===== config.mk =====
export PLATFORM = sky130hd
export DESIGN_NAME = stack_ctrl
export DESIGN_NICKNAME = d
export VERILOG_FILES = /design/src/rtl/stack_ctrl_pkg.sv /design/src/rtl/stack_ctrl.sv
export SDC_FILE = /design/constraint.sdc
export NUM_CORES = 1
export LEC_CHECK = 0
export CAP_MARGIN = 20
export CORE_MARGIN = 2
export CORE_UTILIZATION = 51
export CTS_CLUSTER_SIZE = 12
export DETAILED_ROUTE_END_ITERATION = 8
export PLACE_DENSITY_LB_ADDON = 0.3
export SLEW_MARGIN = 20
export SYNTH_ARGS = -nofsm -noshare
export SYNTH_HDL_FRONTEND = slang
export SYNTH_SLANG_ARGS = --single-unit

===== constraint.sdc =====
create_clock -name CLK -period 3.8 [get_ports CLK]
set_clock_uncertainty 0.05 [all_clocks]
set_input_delay 0.57 -clock CLK [delete_from_list [all_inputs] [get_ports CLK]]
set_output_delay 0.57 -clock CLK [all_outputs]
set_load 0.03 [all_outputs]

===== src/rtl/stack_ctrl_pkg.sv =====
// stack_ctrl_pkg: shared definitions for the cached-top stack controller.
//   - op_e      : cmd_op encodings (101-111 are NOPs and deliberately unnamed)
//   - state_e   : controller FSM states
//   - DEPTH_EXTRA / depth_width(): depth counter is ADDR_W+2 bits wide so it
//     can count the two cached registers on top of 2^ADDR_W RAM words.
package stack_ctrl_pkg;

  localparam int unsigned DEPTH_EXTRA = 2;

  typedef enum logic [2:0] {
    OP_PUSH    = 3'b000,
    OP_POP     = 3'b001,
    OP_DUP     = 3'b010,
    OP_SWAP    = 3'b011,
    OP_POPREPL = 3'b100
  } op_e;

  typedef enum logic [1:0] {
    ST_IDLE,
    ST_SPILL,
    ST_FILL_WAIT,
    ST_FILL_CAP
  } state_e;

  function automatic int unsigned depth_width(input int unsigned addr_w);
    return addr_w + DEPTH_EXTRA;
  endfunction

endpackage


===== src/rtl/stack_ctrl.sv =====
// stack_ctrl: hardware stack with the top two elements cached in registers
// (tos/nos) and deeper elements spilled to an external single-port RAM with a
// 1-cycle registered read.
//
// Ports:
//   CLK, resetn            clock, synchronous active-low reset
//   cmd_valid/cmd_ready    command handshake (ready only in IDLE)
//   cmd_op, cmd_data       opcode (PUSH/POP/DUP/SWAP/POPREPL/NOP) and operand
//   tos, nos               cached top / next-of-stack
//   depth, empty, full     element count and status flags
//   err, err_clr           sticky bounds error and its clear
//   ram_addr/ram_wdata/ram_wen/ram_rdata   spill RAM port
//
// Optional feature: define STACK_CTRL_BOUNDS_CHECK_EN to reject out-of-bounds
// commands and report them on err. Without it err/full read 0, every command
// executes, the spill pointer wraps and depth saturates.
module stack_ctrl
  import stack_ctrl_pkg::*;
#(
  parameter int unsigned ADDR_W = 8,
  parameter int unsigned DATA_W = 32
) (
  input  logic                          CLK,
  input  logic                          resetn,
  input  logic                          cmd_valid,
  output logic                          cmd_ready,
  input  logic [2:0]                    cmd_op,
  input  logic [DATA_W-1:0]             cmd_data,
  output logic [DATA_W-1:0]             tos,
  output logic [DATA_W-1:0]             nos,
  output logic [ADDR_W+DEPTH_EXTRA-1:0] depth,
  output logic                          empty,
  output logic                          full,
  output logic                          err,
  input  logic                          err_clr,
  output logic [ADDR_W-1:0]             ram_addr,
  output logic [DATA_W-1:0]             ram_wdata,
  output logic                          ram_wen,
  input  logic [DATA_W-1:0]             ram_rdata
);

  localparam int unsigned         DEPTH_W   = depth_width(ADDR_W);
  localparam logic [DEPTH_W-1:0]  DEPTH_MAX = DEPTH_W'((1 << ADDR_W) + 2);
  localparam logic [DEPTH_W-1:0]  D_TWO     = DEPTH_W'(2);

`ifdef STACK_CTRL_BOUNDS_CHECK_EN
  localparam bit BOUNDS = 1'b1;
`else
  localparam bit BOUNDS = 1'b0;
`endif

  state_e              state_q, state_d;
  logic [DATA_W-1:0]   tos_q, tos_d;
  logic [DATA_W-1:0]   nos_q, nos_d;
  logic [DEPTH_W-1:0]  depth_q, depth_d;
  logic [ADDR_W-1:0]   sp_q, sp_d;
  logic [ADDR_W-1:0]   addr_q, addr_d;
  logic [DATA_W-1:0]   wdata_q, wdata_d;
  logic                err_set;

  logic at_empty, at_full, below_two, ge_two, gt_two;

  assign at_empty  = (depth_q == '0);
  assign at_full   = (depth_q == DEPTH_MAX);
  assign below_two = (depth_q < D_TWO);
  assign ge_two    = !below_two;
  assign gt_two    = (depth_q > D_TWO);

  always_comb begin
    state_d = state_q;
    tos_d   = tos_q;
    nos_d   = nos_q;
    depth_d = depth_q;
    sp_d    = sp_q;
    addr_d  = addr_q;
    wdata_d = wdata_q;
    err_set = 1'b0;

    unique case (state_q)
      ST_IDLE: begin
        if (cmd_valid) begin
          case (cmd_op)
            OP_PUSH, OP_DUP: begin
              if (BOUNDS && (at_full || (cmd_op == OP_DUP && at_empty))) begin
                err_set = 1'b1;
              end else begin
                tos_d = (cmd_op == OP_DUP) ? tos_q : cmd_data;
                nos_d = tos_q;
                if (!at_full) depth_d = depth_q + 1'b1;
                // Old nos drops out of the register cache into RAM; sp
                // advances now since it is not observable until IDLE.
                if (ge_two) begin
                  addr_d  = sp_q;
                  wdata_d = nos_q;
                  sp_d    = sp_q + 1'b1;
                  state_d = ST_SPILL;
                end
              end
            end
            OP_POP, OP_POPREPL: begin
              if (BOUNDS && ((cmd_op == OP_POP) ? at_empty : below_two)) begin
                err_set = 1'b1;
              end else begin
                tos_d = (cmd_op == OP_POP) ? nos_q : cmd_data;
                if (!at_empty) depth_d = depth_q - 1'b1;
                if (gt_two) begin
                  addr_d  = sp_q - 1'b1;
                  sp_d    = sp_q - 1'b1;
                  state_d = ST_FILL_WAIT;
                end else begin
                  nos_d = '0;
                end
              end
            end
            OP_SWAP: begin
              if (BOUNDS && below_two) begin
                err_set = 1'b1;
              end else begin
                tos_d = nos_q;
                nos_d = tos_q;
              end
            end
            default: ;
          endcase
        end
      end
      ST_SPILL:     state_d = ST_IDLE;
      ST_FILL_WAIT: state_d = ST_FILL_CAP;
      ST_FILL_CAP: begin
        nos_d   = ram_rdata;
        state_d = ST_IDLE;
      end
    endcase
  end

  always_ff @(posedge CLK) begin
    if (!resetn) begin
      state_q <= ST_IDLE;
      tos_q   <= '0;
      nos_q   <= '0;
      depth_q <= '0;
      sp_q    <= '0;
      addr_q  <= '0;
      wdata_q <= '0;
    end else begin
      state_q <= state_d;
      tos_q   <= tos_d;
      nos_q   <= nos_d;
      depth_q <= depth_d;
      sp_q    <= sp_d;
      addr_q  <= addr_d;
      wdata_q <= wdata_d;
    end
  end

`ifdef STACK_CTRL_BOUNDS_CHECK_EN
  logic err_q;

  // Set has priority over clear.
  always_ff @(posedge CLK) begin
    if (!resetn)      err_q <= 1'b0;
    else if (err_set) err_q <= 1'b1;
    else if (err_clr) err_q <= 1'b0;
  end

  assign err  = err_q;
  assign full = at_full;
`else
  logic unused_nobounds;
  assign unused_nobounds = err_clr ^ err_set;
  assign err  = 1'b0;
  assign full = 1'b0;
`endif

  assign cmd_ready = (state_q == ST_IDLE);
  assign tos       = tos_q;
  assign nos       = nos_q;
  assign depth     = depth_q;
  assign empty     = at_empty;
  assign ram_addr  = addr_q;
  assign ram_wdata = wdata_q;
  // Gated by resetn so a reset landing in SPILL drops the pending write.
  assign ram_wen   = (state_q == ST_SPILL) && resetn;

endmodule

==> Yosys cells after proc, flatten, opt, wreduce, memory -nomap -nowiden <==
Index checks and enable logic that the tools add are counted.
{ "op_classes": {"n_addsub": 4, "magnitude_cmp": 2, "eq_ne": 19, "mux": 20, "n_bitwise": 1, "n_reduce_logical": 17} }
{ "ops": {"columns": ["operator", "count"], "rows": [
  ["$mux 32", 4],
  ["$pmux 32 s2", 2],
  ["$pmux 32 s3", 1],
  ["$pmux 8 s2", 2],
  ["$mux 8", 3],
  ["$mux 10", 2],
  ["$pmux 10 s2", 1],
  ["$reduce_and 4->1", 4],
  ["$ne 2x2->1 const B", 6],
  ["$add 10x1->10 const B", 1],
  ["$eq 10x9->1 const B", 1],
  ["$gt 10x2->1 const B", 1],
  ["$logic_not 10->1", 1],
  ["$lt 10x2->1 const B", 1],
  ["$reduce_and 5->1", 2],
  ["$sub 10x1->10 const B", 1],
  ["$ne 3x3->1 const B", 3],
  ["$add 8x1->8 const B", 1],
  ["$sub 8x1->8 const B", 1],
  ["$eq 3x2->1 const B", 2],
  ["$mux 2", 3],
  ["$pmux 2 s3", 1],
  ["$reduce_or 2->1", 3],
  ["$eq 2x2->1 const B", 2],
  ["other kinds (13)", 14]
]} }
{ "totals": {"regBits": 124, "inputBits": 71, "output_inout_bits": 119, "elab_cells": 70} }

==> Depth between registers and ports, before layout <==
{ "logic_depth": {"word_depth": 5, "mapped_depth": 10, "ltp_nobuf": 9} }

==> Least setup slack after synthesis <==
OpenSTA, ideal clock, no wires.
{ "synth_path": {"path_kind": "input-to-reg", "start": "input cmd_op[2]", "end": "register depth_q[6] (netlist: depth[6])", "setup_ns": 0.115, "arrival_ns": 2.310, "t_required_ns": 3.635, "path_slack_ns": 1.325, "path_stages": 10, "path_buffers": 1, "path_cell_list": "buf_6 xnor2_2 nor2_4 inv_2 fa_1 nor2b_1 o31ai_1 a21o_1 o311a_1 o21a_1"} }
{ "synth_between": {"elab_chain_cells": 4, "elab_cells_between_ends": 11, "cone_classes": "5 x eq/ne; 1 x mux; 5 x reduce/logical"} }
{ "synth_rtl": {"columns": ["item", "line", "source"], "rows": [
  ["start, declared", "stack_ctrl.sv:27", "input logic [2:0] cmd_op,"],
  ["$eq 3x2->1 (tied with other cells)", "stack_ctrl.sv:82", "case (cmd_op)"],
  ["$reduce_or 2->1", "stack_ctrl.sv:82", null],
  ["$ne 2x2->1 (no source line) or $reduce_bool 2->1 (tied branches)", null, null],
  ["$reduce_and 5->1 (no source line)", null, null],
  ["end signal, assigned", "stack_ctrl.sv:149", "depth_q <= depth_d;"],
  ["end, declared", "stack_ctrl.sv:55", "logic [DEPTH_W-1:0] depth_q, depth_d;"]
]} }
Several ways; a longest one is shown, not always the timed one.
A chain may end at the register's enable or synchronous reset.

==> Worst setup path after layout <==
{ "layout_path": {"start": "input cmd_op[0]", "end": "register depth_q[8] (netlist: depth[8])"} }
Same word-level chain as after synthesis.

==> impl_metrics.toml <==
[pwr]
p_total_uw = 5690
p_per_area_mw_per_mm2 = 657
p_leak_uw = 0.00325
peakVddDrop_uv = 303

[cells_and_area]
layout_commonest_cell = "clkdlybuf4s50_1"
drive_above_1_share_pct = 11.5
nets = 945
mostFrequentLayoutCells = "clkdlybuf4s50_1, dfxtp_1, nor2_1"
area_growth_pct = 39.8
antennaDiodeCount = 0
final_cells = 1017
finalInstanceArea_sq_mm = 0.00866

[global_route]
grt_start_max_net_pins = 46
antenna_found_initial = 0
grt_pass1_wl_mm = 29.5
first_global_vias = 5872
grt_overflow_total = 0
track_usage_pct = 28.6

[route]
dr_total_vias = 5958
wl_mm = 18.9
vias_per_cell = 5.86
routedLengthMet1_mm = 7.88
firstDrtPassIters = 5
drc_errors = 0
avgRoutedWirePerCell_um = 18.6
highest_layer = "met4"
routed-wl-met3_mm = 1.30
drt_iter0_drc = 529
drtAntennaViolNets = 0
routed-wl-met2_mm = 9.30

[timing]
period_minus_slack_ns = 2.95
fin_tns_setup_ns = 0
hold_violations = 0
setup_viol = 0
rsz0062_at_grt = "false"
timing.final.crit_share_pct = 77.8
slew_viol_final = 0
tightest_slew_ns = 1.10
relSlewSlack_pct = 26.3
fmax_mhz = 338

[synth]
async_flop_share_pct = 0
syn_area_sq_mm = 0.00619
avgSynthCellArea_sq_um = 8.92
synth-edff-count = 0
synth_cells = 694
synth.distinct_cells = 69
synth.yosys.seq_area_share_pct = 40.1
synth_ff_type = "dfxtp_1"
ys_ff_latch = 124
ys_warn_count = 0

[job]
maxCapViolations = 0

[placement]
place_inst = 985
place_congestion = 0.853
dp.final_hpwl_mm = 12.7
port_buffers = 186
place_area_sq_mm = 0.00809

[cts]
clock_latency_ns = 0.42
clock_sinks = 124
post_cts_buffers = 0
clockBufferDepth = 2
cts_resized = 0
htree_levels = 4
clk_pin_slew_ns = 0.06
cts_buffers = 17
cts_root_buf = "clkbuf_16"
cts_hold_buf = 0
cts_tree = "built"

[floorplan]
fp.dieArea_sq_mm = 0.0130
die_h_um = 114
io_pins = 190
core_area_sq_mm = 0.0119
row_count = 40
die_w_um = 114
initial_core_util_pct = 52.0

[setup_path]
cp-start-kind = "input port"
critPathRequiredTime_ns = 4.05
worstPathArrival_ns = 3.20
critPathKind = "in -> reg"
cp_max_fo = 13
crit_path_end_kind = "flop"

[worst_hold_path]
hold_class = "reg -> reg"

[status]
status = "complete, no violations"
through the flow:
step	hold WS, ns	utilization [%]	worst slack [ns]
floorplan	0.408	-	1.33
detailed placement	0.396	67.9	0.462
global placement	0.392	67.9	0.546
CTS	0.403	72.7	0.888
global route	0.423	72.7	0.666
finish	0.402	72.7	0.845
worst max-delay path, stage by stage:
cell and delay (ns):
clkdlybuf4s50_1 0.69, xnor2_2 0.17, nor2_4 0.34, inv_2 0.14, fa_1 0.43, nor2b_1 0.21
o31ai_1 0.15, a2bb2oi_1 0.25, xnor2_1 0.15, o22ai_1 0.10
where the power goes:
part / leakage (uW) / switching [uW] / internal, uW / total (uW)
clock network: 0.000269 / 593 / 978 / 1570
logic: 0.00197 / 1350 / 951 / 2300
registers: 0.00101 / 270 / 1550 / 1820
total: 0.00325 / 2210 / 3480 / 5690
sequential cells by signal (all words and copies together) (netlist names):
register / cells
depth: 10
ram_wdata: 32
state_q: 2
ram_addr: 8
tos: 32
nos: 32
sp_q: 8
kinds of logic after synthesis:
logic type | Yosys count | synth area share, %
DFF | 124 | 40.1
and+or+nand+nor | 270 | 20.8
adders and majority gates | 18 | 3.74
AOI/OAI and AO/OA | 165 | 22.5
buffers and inverters | 71 | 5.58
other | 1 | 0.0606
muxes | 30 | 4.87
xor gates and xnor gates | 15 | 2.36
layer usage:
layer  up-vias  global-route usage [%]
met5         -                       0
met4         0                    12.2
met3        33                    6.25
met2       252                    49.0
met1      2858                    34.6
li1       2815                       -
Yosys cell counts (all sizes together) (16+ instances only):
cell / number / area, sq um
nand2b: 18 / 113
nor3: 40 / 215
dfxtp: 124 / 2480
clkbuf: 25 / 93.8
nor2: 87 / 334
nand2: 85 / 319
buf: 33 / 203
ha: 16 / 200
a211oi: 29 / 223
a221oi: 35 / 512
a21oi: 46 / 234
mux2i: 29 / 290
final timing paths:
kind	slack, ns	endpoint	from	depth (start not counted)
setup / recovery	0.85	depth[8]	cmd_op[0]	10
hold / removal	0.40	ram_wdata[1]	ram_wdata[1]	2
setup reg to reg	1.18	nos[1]	state_q[0]	6
hold reg to reg	0.40	ram_wdata[1]	ram_wdata[1]	2
cell type report:
class                   count  area [sq um]
multi-input cells         500          3380
fillers                   903          3260
flip-flops and latches    124          2480
inverters                  13          50.0
well taps                 147           184
clock buffers              21           450
repair buffers            201          1990
clock inverters            11           119
(Power assumes the default switching activity.)
